`src/rtl/shift_pkg.sv`:
```
// ---------------------------------------------------------------------------
// shift_pkg
//   Shared types and helpers for the pipelined barrel shifter.
//   - shift_op_t : shift mode carried through the pipeline
//   - clog2      : ceiling log2, used for level count and shift-amount width
//   - stage_t    : everything one mux level hands to the next. Fields are
//                  sized for the largest supported shifter (MAX_WIDTH); a
//                  shifter instance uses only the low WIDTH / LEVELS bits and
//                  keeps the unused upper bits at zero.
//   Optional feature macro: SHIFT_STICKY_EN (consumed by the modules that
//   import this package; the struct always carries the sticky field).
// ---------------------------------------------------------------------------
package shift_pkg;

    localparam int MAX_WIDTH  = 64;
    localparam int MAX_LEVELS = 6;

    typedef enum logic [1:0] {
        LOGIC  = 2'd0,
        ARITH  = 2'd1,
        ROTATE = 2'd2
    } shift_op_t;

    function automatic int clog2(input int value);
        int result;
        int v;
        result = 0;
        v      = value - 1;
        while (v > 0) begin
            result = result + 1;
            v      = v >> 1;
        end
        return result;
    endfunction

    typedef struct packed {
        logic                  valid;
        logic [MAX_WIDTH-1:0]  bits;
        logic [MAX_LEVELS-1:0] shift_rem;
        logic                  dir;
        shift_op_t             op;
        logic                  fill;
        logic                  sticky;
    } stage_t;

endpackage

```
`src/rtl/shift_stage.sv`:
```
// ---------------------------------------------------------------------------
// shift_stage
//   One mux level of the barrel shifter: shifts by 2^LEVEL when bit LEVEL of
//   the carried shift amount is set, in the carried direction and mode.
//   With REGISTERED=1 the result is captured in a stall-aware register
//   (valid bit always follows the pipeline, data only loads for valid beats);
//   with REGISTERED=0 the level is purely combinational.
//   Optional feature macro: SHIFT_STICKY_EN (accumulate bits dropped by
//   right LOGIC/ARITH shifts into the sticky field).
//
// Ports
//   clk       in   clock, rising edge
//   rst       in   asynchronous active-low reset
//   in_stage  in   stage_t from the previous level (or the input port)
//   stall     in   hold every register of this level
//   out_stage out  stage_t to the next level
// ---------------------------------------------------------------------------
module shift_stage
    import shift_pkg::*;
#(
    parameter int WIDTH      = 8,
    parameter int LEVEL      = 0,
    parameter int REGISTERED = 1
) (
    input  logic   clk,
    input  logic   rst,
    input  stage_t in_stage,
    input  logic   stall,
    output stage_t out_stage
);

    localparam int SHAMT = 1 << LEVEL;

    logic [WIDTH-1:0] data;
    logic [WIDTH-1:0] pad;
    logic [WIDTH-1:0] shifted;
    logic             do_shift;
    logic             is_rot;
    stage_t           nxt;
    logic             unused_in;
`ifdef SHIFT_STICKY_EN
    logic             dropped;
`endif

    // Upper struct bits beyond WIDTH/LEVEL are carried as zero and not read.
    assign unused_in = ^{in_stage};

    always_comb begin
        data     = in_stage.bits[WIDTH-1:0];
        do_shift = in_stage.shift_rem[LEVEL];
        is_rot   = (in_stage.op == ROTATE);
        pad      = '0;
        shifted  = data;
        if (do_shift) begin
            if (in_stage.dir) begin
                // Left: bits entering at the bottom are the wrapped top bits
                // for ROTATE, zero otherwise.
                pad     = is_rot ? data : '0;
                shifted = WIDTH'({data, pad} >> (WIDTH - SHAMT));
            end else begin
                // Right: fill is the original MSB for ARITH, 0 for LOGIC.
                pad     = is_rot ? data : {WIDTH{in_stage.fill}};
                shifted = WIDTH'({pad, data} >> SHAMT);
            end
        end
        nxt      = in_stage;
        nxt.bits = MAX_WIDTH'(shifted);
`ifdef SHIFT_STICKY_EN
        dropped    = do_shift && !in_stage.dir && !is_rot && (|data[SHAMT-1:0]);
        nxt.sticky = in_stage.sticky | dropped;
`else
        nxt.sticky = 1'b0;
`endif
    end

    generate
        if (REGISTERED != 0) begin : g_reg
            logic                  vld_p1;
            logic [WIDTH-1:0]      bits_p1;
            logic [MAX_LEVELS-1:0] shift_rem_p1;
            logic                  dir_p1;
            shift_op_t             op_p1;
            logic                  fill_p1;
            logic                  sticky_p1;

            // ---- stage register: valid ----
            always_ff @(posedge clk or negedge rst) begin
                if (!rst) begin
                    vld_p1 <= 1'b0;
                end else if (!stall) begin
                    vld_p1 <= nxt.valid;
                end
            end

            // ---- stage register: data, loads only for valid beats ----
            always_ff @(posedge clk or negedge rst) begin
                if (!rst) begin
                    bits_p1      <= '0;
                    shift_rem_p1 <= '0;
                    dir_p1       <= 1'b0;
                    op_p1        <= LOGIC;
                    fill_p1      <= 1'b0;
                end else if (!stall && nxt.valid) begin
                    bits_p1      <= shifted;
                    shift_rem_p1 <= nxt.shift_rem;
                    dir_p1       <= nxt.dir;
                    op_p1        <= nxt.op;
                    fill_p1      <= nxt.fill;
                end
            end

`ifdef SHIFT_STICKY_EN
            always_ff @(posedge clk or negedge rst) begin
                if (!rst) begin
                    sticky_p1 <= 1'b0;
                end else if (!stall && nxt.valid) begin
                    sticky_p1 <= nxt.sticky;
                end
            end
`else
            assign sticky_p1 = 1'b0;
`endif

            always_comb begin
                out_stage           = '0;
                out_stage.valid     = vld_p1;
                out_stage.bits      = MAX_WIDTH'(bits_p1);
                out_stage.shift_rem = shift_rem_p1;
                out_stage.dir       = dir_p1;
                out_stage.op        = op_p1;
                out_stage.fill      = fill_p1;
                out_stage.sticky    = sticky_p1;
            end
        end else begin : g_comb
            logic unused_ctl;
            assign unused_ctl = clk ^ rst ^ stall;
            assign out_stage  = nxt;
        end
    endgenerate

endmodule

```
`src/rtl/pipelined_barrel_shifter.sv`:
```
// ---------------------------------------------------------------------------
// pipelined_barrel_shifter
//   Pipelined bidirectional barrel shifter (LOGIC / ARITH / ROTATE) with a
//   valid/ready stream interface. LEVELS = clog2(WIDTH) mux levels; a
//   register follows every REG_EVERY levels and always the last one, giving
//   a latency of ceil(LEVELS/REG_EVERY) cycles. Backpressure freezes the
//   whole pipeline (bubbles included) while the output beat is not taken.
//   Optional feature macro: SHIFT_STICKY_EN (adds out_sticky).
//
// Ports
//   clk        in   clock, rising edge
//   rst        in   asynchronous active-low reset
//   in_valid   in   input beat valid
//   in_ready   out  input beat accepted when in_valid && in_ready
//   in_bits    in   data to shift
//   in_shift   in   shift amount 0..WIDTH-1
//   in_dir     in   0 = right, 1 = left
//   in_op      in   0 LOGIC, 1 ARITH, 2 ROTATE, 3 treated as LOGIC
//   out_valid  out  output beat valid
//   out_ready  in   downstream accepts the output beat
//   out_bits   out  shifted result
//   out_sticky out  OR of bits dropped by right LOGIC/ARITH (SHIFT_STICKY_EN)
// ---------------------------------------------------------------------------
module pipelined_barrel_shifter
    import shift_pkg::*;
#(
    parameter int WIDTH     = 8,
    parameter int REG_EVERY = 1
) (
    input  logic                    clk,
    input  logic                    rst,
    input  logic                    in_valid,
    output logic                    in_ready,
    input  logic [WIDTH-1:0]        in_bits,
    input  logic [clog2(WIDTH)-1:0] in_shift,
    input  logic                    in_dir,
    input  logic [1:0]              in_op,
    output logic                    out_valid,
    input  logic                    out_ready,
    output logic [WIDTH-1:0]        out_bits
`ifdef SHIFT_STICKY_EN
    ,
    output logic                    out_sticky
`endif
);

    localparam int LEVELS = clog2(WIDTH);

    stage_t stage_in;
    stage_t stage_p [0:LEVELS];
    logic   stall;
    logic   unused_last;

    // Only the output beat can block; everything upstream moves in lockstep.
    assign stall     = out_valid && !out_ready;
    assign in_ready  = !stall;

    always_comb begin
        stage_in           = '0;
        stage_in.valid     = in_valid;
        stage_in.bits      = MAX_WIDTH'(in_bits);
        stage_in.shift_rem = MAX_LEVELS'(in_shift);
        stage_in.dir       = in_dir;
        stage_in.op        = (in_op == 2'd3) ? LOGIC : shift_op_t'(in_op);
        // Arithmetic fill is the sign of the original operand, captured once
        // here so later levels do not see an already-shifted MSB.
        stage_in.fill      = !in_dir && (stage_in.op == ARITH) && in_bits[WIDTH-1];
        stage_in.sticky    = 1'b0;
    end

    assign stage_p[0] = stage_in;

    generate
        for (genvar k = 0; k < LEVELS; k++) begin : g_level
            localparam int REG_K = (((k + 1) % REG_EVERY) == 0 || k == LEVELS - 1) ? 1 : 0;
            shift_stage #(
                .WIDTH     (WIDTH),
                .LEVEL     (k),
                .REGISTERED(REG_K)
            ) u_stage (
                .clk      (clk),
                .rst      (rst),
                .in_stage (stage_p[k]),
                .stall    (stall),
                .out_stage(stage_p[k+1])
            );
        end
    endgenerate

    assign out_valid   = stage_p[LEVELS].valid;
    assign out_bits    = stage_p[LEVELS].bits[WIDTH-1:0];
    assign unused_last = ^{stage_p[LEVELS]};
`ifdef SHIFT_STICKY_EN
    assign out_sticky  = stage_p[LEVELS].sticky;
`endif

endmodule
```
`config.mk`:
```
export PLATFORM = sky130hd
export DESIGN_NAME = pipelined_barrel_shifter
export DESIGN_NICKNAME = d
export VERILOG_FILES = /design/src/rtl/shift_pkg.sv /design/src/rtl/shift_stage.sv /design/src/rtl/pipelined_barrel_shifter.sv
export SDC_FILE = /design/constraint.sdc
export NUM_CORES = 1
export LEC_CHECK = 0
export ABC_AREA = 0
export CORE_AREA = 2 2 84 86
export DETAILED_ROUTE_END_ITERATION = 12
export DIE_AREA = 0 0 86 88
export PLACE_DENSITY = 0.53
export SYNTH_ARGS = -nofsm -noshare
export SYNTH_HDL_FRONTEND = slang
export SYNTH_SLANG_ARGS = --single-unit
```
`constraint.sdc`:
```
create_clock -name clk -period 1.5 [get_ports clk]
set_input_delay 0.3 -clock clk [delete_from_list [all_inputs] [get_ports clk]]
set_output_delay 0.3 -clock clk [all_outputs]
set_load 0.05 [all_outputs]
```
Word-level counts from Yosys, hierarchy flattened
Index checks and enable logic that the tools add are counted.

Bits in registers: 41. Bits of input ports: 18. Output and inout bits: 10. Word-level logic and storage cells: 41.

Equal/unequal tests: 5. Muxes and demuxes: 13. Reductions and logical operators: 9.

Operators with widths (number): 8-bit two-way mux (9); 2-bit equality test (second input constant) (4); 1-bit logical AND (6); 2-bit two-way mux (2); 4-bit two-way mux (1); 1-bit zero test (3); 2-bit by 1-bit equality test with 1-bit output (second input constant) (1); 1-bit two-way mux (1).

Longest topological paths before layout
Gate-level depths: netlist (run 1).

Depth in word-level cells: 8. Gate-level depth with buffers: 6. Gate-level depth less buffers: 4.

Hierarchy
Synthesis (run 1) repeated with hierarchy kept, for this count alone.

Cell total of the unflattened synthesis: 442. Area, all modules: 4202.8 um^2.

By module, submodules not included: shift_stage (g_level[0].u_stage) (times used 1, cells an instance 137, area an instance 1405.1 um^2, sequential area each 475.5 um^2); shift_stage (g_level[1].u_stage) (times used 1, cells an instance 162, area an instance 1396.3 um^2, sequential area each 475.5 um^2); shift_stage (g_level[2].u_stage) (times used 1, cells an instance 137, area an instance 1358.8 um^2, sequential area each 475.5 um^2); pipelined_barrel_shifter (times used 1, cells an instance 6, area an instance 42.5 um^2, sequential area each 0.0 um^2).

Worst setup path before layout (run 1)
OpenSTA, ideal clock, no wires.

Path kind: reg-to-reg. From: reg g_level[2].u_stage.g_reg.vld_p1. To: reg g_level[1].u_stage.g_reg.dir_p1. Library setup time: 0.125 ns. Arrival: 1.449 ns. Data required time: 1.375 ns. Path slack: -0.074 ns. Cell stages (with the launch flop): 6. Path buffers: 2. Clock period less this slack: 1.574 ns. Path through: dfrtp_1 > nand2b_1 > buf_4 > nand2_1 > buf_6 > mux2_4.

Word-level cells in the longest chain between the ends: 3.

RTL lines: from (decl) (line shift_stage.sv:78) `logic vld_p1;`; from (signal assigned) (line shift_stage.sv:91) `vld_p1 <= nxt.valid;`; 1-bit logical AND (line pipelined_barrel_shifter.sv:55) `assign stall = out_valid && !out_ready;`; 1-bit zero test; named net in_ready (line pipelined_barrel_shifter.sv:33) `output logic in_ready,`; 1-bit logical AND (line shift_stage.sv:103) `end else if (!stall && nxt.valid) begin`; to (signal assigned) (line shift_stage.sv:106) `dir_p1 <= nxt.dir;`; to (decl) (line shift_stage.sv:81) `logic dir_p1;`.

The timed path passes the listed nets, and every way through them passes these cells. A chain may end at the register's enable or synchronous reset.

Final worst setup path (run 1)
From: in out_ready. To: out in_ready.

Word-level cells in the longest chain between the ends: 3.

RTL lines: from (decl) (line pipelined_barrel_shifter.sv:39) `input logic out_ready,`; 1-bit zero test (line pipelined_barrel_shifter.sv:55); 1-bit logical AND (line pipelined_barrel_shifter.sv:55); 1-bit zero test; to (decl) (line pipelined_barrel_shifter.sv:33).

Every way passes these cells.

==> results.toml, run 1 <==
[placement]
globalplace.congestion = 0.754
post-place-ws_ps = -234
place_hpwl_mm = 3.04
numPortBuffers = 27

[drt]
wl_per_cell_um = 11.7
drt-met1-wl_mm = 1.80
drtIter0Drc = 45
route.met2.wl_mm = 1.83
vias_per_cell = 4.65
dr_wl_met3_um = 155
routed_wl_mm = 3.82
drc = 0
dr.pass1.iters = 4
vias = 1525
routed.top_layer = "met4"
ant_nets = 0

[sta]
clock_skew_ps = 4.40
rsz0062_at_grt = "no"
postLayoutSetupSlackWorst_ps = 45.6
period_share_pct = 97.0
fmax_mhz = 688
hold_viol = 0
slew_violations = 0
fin_crit_ps = 1450
timing.max_slew.rel_slack_pct = 67.8
setup_viol = 0
tightest_slew_ps = 483

[final_layout]
antenna_cells = 0
final_nets = 265
drive_above_1_share_pct = 19.0
syn2layout_area_growth_pct = 33.1

[clock_network]
clock_path_buffers = 2
cts_tree = "yes"
cts_buffers = 5
clkLatencyLatePin_ps = 290
path_clk_slew_ps = 70
h-tree-depth = 2
cts_sinks = 38
clockRootBuffer = "clkbuf_8"

[logic_synthesis]
yosys_warnings = 0
synth_top_area_share_pct = 49.1
syn_area_per_cell_um2 = 9.41
ys_types = 30
synth_nets = 224
synth_top_area_cell = "dfrtp_1"
yosysSeqAreaShare_pct = 49.1
ys_ff_latch = 38
netlist_area_um2 = 1940
synth_cells = 206
synth_area_leaders = "dfrtp_1, o21ai_0, nand2_1"

[power]
p_leak_uw = 0.00116
peakVddDrop_mv = 0.401
power.total_uw = 4500
pwr_density_cell_nw_per_um2 = 1740

[floorplanning]
die_h_um = 88
coreArea_um2 = 6640
die_x_um = 86
pin_count = 28
initial_utilization_pct = 29.2
rows = 30
dieArea_um2 = 7570

[grt]
grtUsageTotal_pct = 11.4
grt_max_degree = 17
grt_pass1_wl_mm = 6.73
gr-total-overflow = 0
grt_pass1_vias = 1423
antenna_found_initial = 0

[critical_path]
worst-setup-path-type = "in -> out"
worstPathRequired_ps = 1200
startpoint = "out_ready"
crit_chain = "clkdlybuf4s50_1 -> nand2b_4 -> buf_4 -> buf_12"
slowest_stage = "clkdlybuf4s50_1"
path_max_fanout = 5
max_stage_delay_ps = 460
worstPathArrival_ps = 1150
ff2ff_setup_slack_ps = 190
r2r_start = "g_level[2].u_stage.g_reg.vld_p1"
cp-start-kind = "input pin"
endpoint_kind = "output pin"

[hold_path]
min_path_type = "in -> async"

[outcome]
status = "complete, no violations"

[run]
cap_violations = 0
[flip-flops by register name, summed over array words and instances (netlist names)]
register / count
g_level.u_stage.g_reg.vld_p1: 3
g_level.u_stage.g_reg.bits_p1: 24
g_level.u_stage.g_reg.op_p1: 4
g_level.u_stage.g_reg.shift_rem_p1: 3
g_level.u_stage.g_reg.fill_p1: 2
g_level.u_stage.g_reg.dir_p1: 2
[synthesized netlist by cell type (all sizes together)]
cell,number
a21boi,1
a21oi,13
a221o,2
a22o,4
a31oi,1
and2,1
buf,10
clkbuf,1
dfrtp,38
inv,8
mux2,8
mux2i,10
nand2,36
nand2b,4
nand3,4
nand3b,4
nand4bb,1
nor2,15
nor2b,6
o2111ai,1
o21ai,35
o221ai,2
o31ai,1
[through the flow]
stage               hold WS [ps]  cells  utilization [%]  area, um2  setup TNS [ps]
floorplan                   4.41    206                -       1940               0
detailed placement           203    317             37.1       2470           -6370
finish                       435    328             38.8       2580               0
CTS                          435    326             38.6       2560               0
global route                 462    328             38.8       2580               0
global placement             196    317             37.1       2470           -4640
[cell families after synthesis]
kind of cell	Yosys count	share of synthesized area (%)
AND/OR/NAND/NOR	71	17.0
flip-flops	38	49.1
multiplexers	18	10.6
buffers and inverters	19	5.49
AO/OA/AOI/OAI	60	17.9
[critical path: cells and delay by family]
family | cells | cell delay, ps
buffers and inverters | 3 | 700
AND/OR/NAND/NOR | 1 | 150
[where the power goes]
group | internal [uW] | total (uW) | switching (uW)
logic | 1050 | 2050 | 1000
registers | 1400 | 1780 | 384
clock network | 330 | 661 | 331
[worst paths after layout]
path	cells past startpoint	to
min in group clk	2	g_level[1].u_stage.g_reg.shift_rem_p1[2]
setup reg to reg	4	g_level[0].u_stage.g_reg.shift_rem_p1[1]
setup / recovery	4	in_ready
hold / removal	2	g_level[2].u_stage.g_reg.bits_p1[0]
max in group asynchronous	3	g_level[1].u_stage.g_reg.bits_p1[6]
hold reg to reg	2	g_level[1].u_stage.g_reg.shift_rem_p1[2]
[per-layer routing]
| metal | vias up | track usage, % |
|---|---|---|
| met2 | 29 | 19.4 |
| li1 | 802 | - |
| met5 | - | 0 |
| met3 | 3 | 3.39 |
| met1 | 691 | 13.7 |
| met4 | 0 | 3.90 |
[cell usage in the layout (no fill, tap or decap), types with 5 or more instances in the layout]
cell type	Yosys	routed
a21oi_1	12	12
buf_12	0	12
buf_4	4	15
clkbuf_8	0	5
clkdlybuf4s50_1	0	16
dfrtp_1	38	37
inv_1	8	8
mux2i_1	10	10
nand2_1	34	34
nor2_1	15	15
nor2b_1	6	6
o21ai_0	26	26
o21ai_1	9	9
[what timing repair did]
item | in CTS | in global routing
setup endpoints to repair | 1 | 1
hold endpoints to repair | 11 | 0
gates resized for setup | 2 | 0
setup buffers | 0 | 2
hold buffers | 1 | 0
pin swaps | 0 | 0
gates cloned | 0 | 0
[final cells by class]
cell class,count,area [um2]
timing repair buffer,45,528
sequential,38,952
fill,688,4070
tap,80,100
clock buffer,8,80.1
multi-input combinational,149,888
inverter,8,30.0
Power figures use the tool's default switching activity.
==> run 2: changes to the inputs <==
--- a/config.mk
+++ b/config.mk
@@ -6,10 +6,11 @@
 export NUM_CORES = 1
 export LEC_CHECK = 0
 export ABC_AREA = 0
-export CORE_AREA = 2 2 84 86
+export CORE_AREA = 2 2 113 115
 export DETAILED_ROUTE_END_ITERATION = 12
-export DIE_AREA = 0 0 86 88
-export PLACE_DENSITY = 0.53
+export DIE_AREA = 0 0 115 117
+export PLACE_DENSITY = 0.56
 export SYNTH_ARGS = -nofsm -noshare
 export SYNTH_HDL_FRONTEND = slang
+export SYNTH_HIERARCHICAL = 1
 export SYNTH_SLANG_ARGS = --single-unit
==> results.toml, run 2 <==
[sta]
setup_viol = 0
rsz0062_at_grt = "no"
period_share_pct = 94.1
slew_violations = 0
clock_skew_ps = 5.86
fin_crit_ps = 1410
tightest_slew_ps = 514
timing.max_slew.rel_slack_pct = 65.7
hold_viol = 0
fmax_mhz = 708

[critical_path]
worstPathArrival_ps = 1110
slowest_stage = "dfrtp_1"
crit_buf_inv = 2
worstPathRequired_ps = 1200
max_stage_delay_ps = 410
endpoint_kind = "output pin"
cp_top_family = "flip-flops"
ff2ff_setup_slack_ps = 110
cp-start-kind = "flop"
path_max_fanout = 3
crit_chain = "buf_4 -> nand2b_1 -> buf_12"
worst-setup-path-type = "reg -> out"

[final_layout]
fin_cells = 399
final_nets = 266
top_register = "g_level.u_stage/g_reg.bits_p1"
final_common_cell = "dfrtp_1"
multi_input_area_um2 = 1020
largest_reg_flops = 24
seq_area_um2 = 951
syn2layout_area_growth_pct = 31.5
antenna_cells = 0
fillers = 1332
top_regs = "g_level.u_stage/g_reg.bits_p1 (24), g_level.u_stage/g_reg.op_p1 (4)"
final_cell_mix = "dfrtp_1, nor2_1, nand2_1"
drive_above_1_share_pct = 22.9

[floorplanning]
die_x_um = 115
pin_count = 28
dieArea_um2 = 13500
die_h_um = 117
coreArea_um2 = 12300
rows = 41
initial_utilization_pct = 17.8

[power]
pwr_density_cell_nw_per_um2 = 1940
p_leak_uw = 0.00131
peakVddDrop_mv = 0.505
power.total_uw = 5590

[clock_network]
clock_path_buffers = 2
cts_sinks = 38
h-tree-depth = 2
cts_tree = "yes"
clkLatencyLatePin_ps = 280
path_clk_slew_ps = 60
cts_buffers = 5
clockRootBuffer = "clkbuf_16"

[logic_synthesis]
yosys_warnings = 6
synth_cells = 218
netlist_area_um2 = 2190
syn_area_per_cell_um2 = 10.0
synth_nets = 236

[drt]
drtIter0Drc = 89
routed_wl_mm = 4.72
vias = 1641
drc = 0
vias_per_cell = 4.11
wl_per_cell_um = 11.8
ant_nets = 0
dr.pass1.iters = 4

[placement]
globalplace.congestion = 0.795
numPortBuffers = 27
placed_cells = 390
place_hpwl_mm = 3.47

[run]
cap_violations = 0

[grt]
gr-total-overflow = 0
grtUsageTotal_pct = 7.57
grt_pass1_wl_mm = 8.10
grt_pass1_vias = 1686
antenna_found_initial = 0
grt_max_degree = 39

[hold_path]
min_path_type = "in -> async"

[outcome]
status = "complete, no violations"
-- run 2: through the flow --
step	hold WS (ps)	util, %	setup slack [ps]	instance area [um2]	TNS [ps]
3_5_place_dp	386	22.0	-277	2710	-7080
2_1_floorplan	4.41	-	3.85	2200	0
3_3_place_gp	380	22.0	-269	2710	-6930
6_report	63.8	23.4	88.1	2880	0
5_1_grt	119	23.4	1.14	2880	0
4_1_cts	85.9	23.2	20.1	2860	0
-- run 2: layer usage --
metal | wire length (um) | track usage [%]
met4 | 72 | 3.69
met1 | 2560 | 10.4
met5 | 0 | 0
met2 | 1870 | 10.9
met3 | 215 | 2.16
-- run 2: final cells by class --
| cell class | instances | share of cell area, % |
|---|---|---|
| clock buffer | 7 | 4.95 |
| clock inverter | 1 | 0.174 |
| inverter | 8 | 1.04 |
| multi-input combinational | 148 | 35.4 |
| sequential | 38 | 33.0 |
| tap | 150 | 6.52 |
| timing repair buffer | 47 | 18.9 |
-- run 2: final timing paths --
check | from | to | cells past startpoint
worst max register to register | g_level[2].u_stage/g_reg.vld_p1 | g_level[2].u_stage/g_reg.bits_p1[5] | 5
worst max-delay path | g_level[2].u_stage/g_reg.vld_p1 | in_ready | 3
worst min register to register | g_level[0].u_stage/g_reg.shift_rem_p1[2] | g_level[1].u_stage/g_reg.shift_rem_p1[2] | 2
min in group clk | g_level[0].u_stage/g_reg.shift_rem_p1[2] | g_level[1].u_stage/g_reg.shift_rem_p1[2] | 2
worst min-delay path | rst | g_level[2].u_stage/g_reg.bits_p1[2] | 2
max in group asynchronous | rst | g_level[0].u_stage/g_reg.shift_rem_p1[1] | 2
-- run 2: worst reg2reg max path, stage by stage, from the launching register on --
cell      delay, ps
dfrtp_1         410
nor2b_4         170
nor2b_1         210
buf_12          170
o311a_4         240
a221oi_2         60
-- run 2: report_power, final --
group / internal (uW) / leakage, uW / total (uW) / switching, uW
sequential: 1430 / 0.000462 / 1910 / 480
combinational: 1350 / 0.000773 / 2620 / 1270
clock: 659 / 0.0000739 / 1070 / 407
total: 3440 / 0.00131 / 5590 / 2160
-- run 2: timing repair --
action,in CTS,in global routing
setup endpoints to repair,0,13
resized for setup,0,3
hold buffers,0,0
setup buffers,0,0
endpoints found under the hold margin,0,0
==> run 3: changes to the inputs <==
--- a/config.mk
+++ b/config.mk
@@ -9,6 +9,7 @@
 export CORE_AREA = 2 2 113 115
 export DETAILED_ROUTE_END_ITERATION = 12
 export DIE_AREA = 0 0 115 117
+export MAX_ROUTING_LAYER = met4
 export PLACE_DENSITY = 0.56
 export SYNTH_ARGS = -nofsm -noshare
 export SYNTH_HDL_FRONTEND = slang
==> results.toml, run 3 (synthesis gave the netlist of run 2 again) <==
[placement]
placed_cell_area_um2 = 2710
place_hpwl_mm = 3.47
post-place-ws_ps = -277
numPortBuffers = 27
globalplace.congestion = 0.806

[final_layout]
fin_area_um2 = 2880
top_regs = "g_level.u_stage/g_reg.bits_p1 (24), g_level.u_stage/g_reg.op_p1 (4)"
largest_reg_flops = 24
antenna_cells = 0
drive_above_1_share_pct = 22.9
final_nets = 266
top_register = "g_level.u_stage/g_reg.bits_p1"
syn2layout_area_growth_pct = 31.5
fillers = 1332
final_cell_mix = "dfrtp_1, nor2_1, nand2_1"
multi_input_area_um2 = 1020
seq_area_um2 = 951
final_common_cell = "dfrtp_1"
postLayoutCoreUtil_pct = 23.4

[grt]
grt_use_met2_pct = 10.9
grt-busiest-layer = "met2"
grt_max_degree = 39
grt_pass1_wl_mm = 8.10
grt_util_met1_pct = 10.5
grt_pass1_vias = 1686
antenna_found_initial = 0
use_met3_pct = 1.96
grtUsageTotal_pct = 7.80
gr-total-overflow = 0

[sta]
fin_crit_ps = 1410
hold_slack_ps = 63.8
tightest_slew_ps = 514
hold_viol = 0
period_share_pct = 94.1
fmax_mhz = 708
slew_violations = 0
timing.max_slew.rel_slack_pct = 65.7
postLayoutSetupSlackWorst_ps = 88.1
rsz0062_at_grt = "no"
clock_skew_ps = 5.86
setup_viol = 0

[clock_network]
cts_setup_buffers = 0
clkLatencyLatePin_ps = 280
cts_tree = "yes"
cts_resized = 0
cts_buffers = 5
path_clk_slew_ps = 60
cts_sinks = 38
hold_buffers = 0
clockRootBuffer = "clkbuf_16"
h-tree-depth = 2
clock_path_buffers = 2

[outcome]
status = "complete, no violations"

[floorplanning]
dieArea_um2 = 13500
die_h_um = 117
initial_utilization_pct = 17.8
coreArea_um2 = 12300
pin_count = 28
rows = 41
die_x_um = 115

[drt]
vias_per_cell = 4.11
drc = 0
dr.pass1.iters = 4
vias = 1641
drtIter0Drc = 104
routed_wl_mm = 4.72
wl_per_cell_um = 11.8
ant_nets = 0

[critical_path]
cp-start-kind = "flop"
crit_chain = "buf_4 -> nand2b_1 -> buf_12"
worstPathRequired_ps = 1200
endpoint_kind = "output pin"
crit_buf_inv = 2
max_stage_delay_ps = 410
slowest_stage = "dfrtp_1"
worst-setup-path-type = "reg -> out"
cp_top_family = "flip-flops"
path_max_fanout = 3
worstPathArrival_ps = 1110

[power]
pwr_density_cell_nw_per_um2 = 1940
peakVddDrop_mv = 0.505
power.total_uw = 5590
p_leak_uw = 0.00131

[hold_path]
min_path_type = "in -> async"

[run]
cap_violations = 0
run 3: path summary, 6_finish.rpt:
| check | to | cells past startpoint | slack, ps | from |
|---|---|---|---|---|
| setup reg to reg | g_level[2].u_stage/g_reg.bits_p1[5] | 5 | 110 | g_level[2].u_stage/g_reg.vld_p1 |
| hold reg to reg | g_level[1].u_stage/g_reg.shift_rem_p1[2] | 2 | 470 | g_level[0].u_stage/g_reg.shift_rem_p1[2] |
| max in group asynchronous | g_level[0].u_stage/g_reg.shift_rem_p1[1] | 2 | 1100 | rst |
| min in group clk | g_level[1].u_stage/g_reg.shift_rem_p1[2] | 2 | 470 | g_level[0].u_stage/g_reg.shift_rem_p1[2] |
| setup / recovery | in_ready | 3 | 90 | g_level[2].u_stage/g_reg.vld_p1 |
| hold / removal | g_level[2].u_stage/g_reg.bits_p1[2] | 2 | 60 | rst |
run 3: area by class of cell:
| cell class | count | area share (%) |
|---|---|---|
| Clock buffer | 7 | 4.95 |
| Clock inverter | 1 | 0.174 |
| Inverter | 8 | 1.04 |
| Multi-Input combinational cell | 148 | 35.4 |
| Sequential cell | 38 | 33.0 |
| Tap cell | 150 | 6.52 |
| Timing Repair Buffer | 47 | 18.9 |
run 3: power by group:
part / switching (uW) / internal [uW] / total [uW]
clock network: 407 / 659 / 1070
registers: 480 / 1430 / 1910
logic: 1270 / 1350 / 2620
total: 2160 / 3440 / 5590
run 3: layer usage:
layer  wire (um)  share of wire (%)
met5           0                  0
met4          72                1.5
met3         186                3.9
met2        1870                 40
met1        2590                 55
run 3: stage by stage:
| stage | setup TNS [ps] | instances |
|---|---|---|
| floorplan | 0 | 218 |
| global placement | -6930 | 390 |
| detailed placement | -7080 | 390 |
| CTS | 0 | 398 |
| global route | 0 | 399 |
| finish | 0 | 399 |
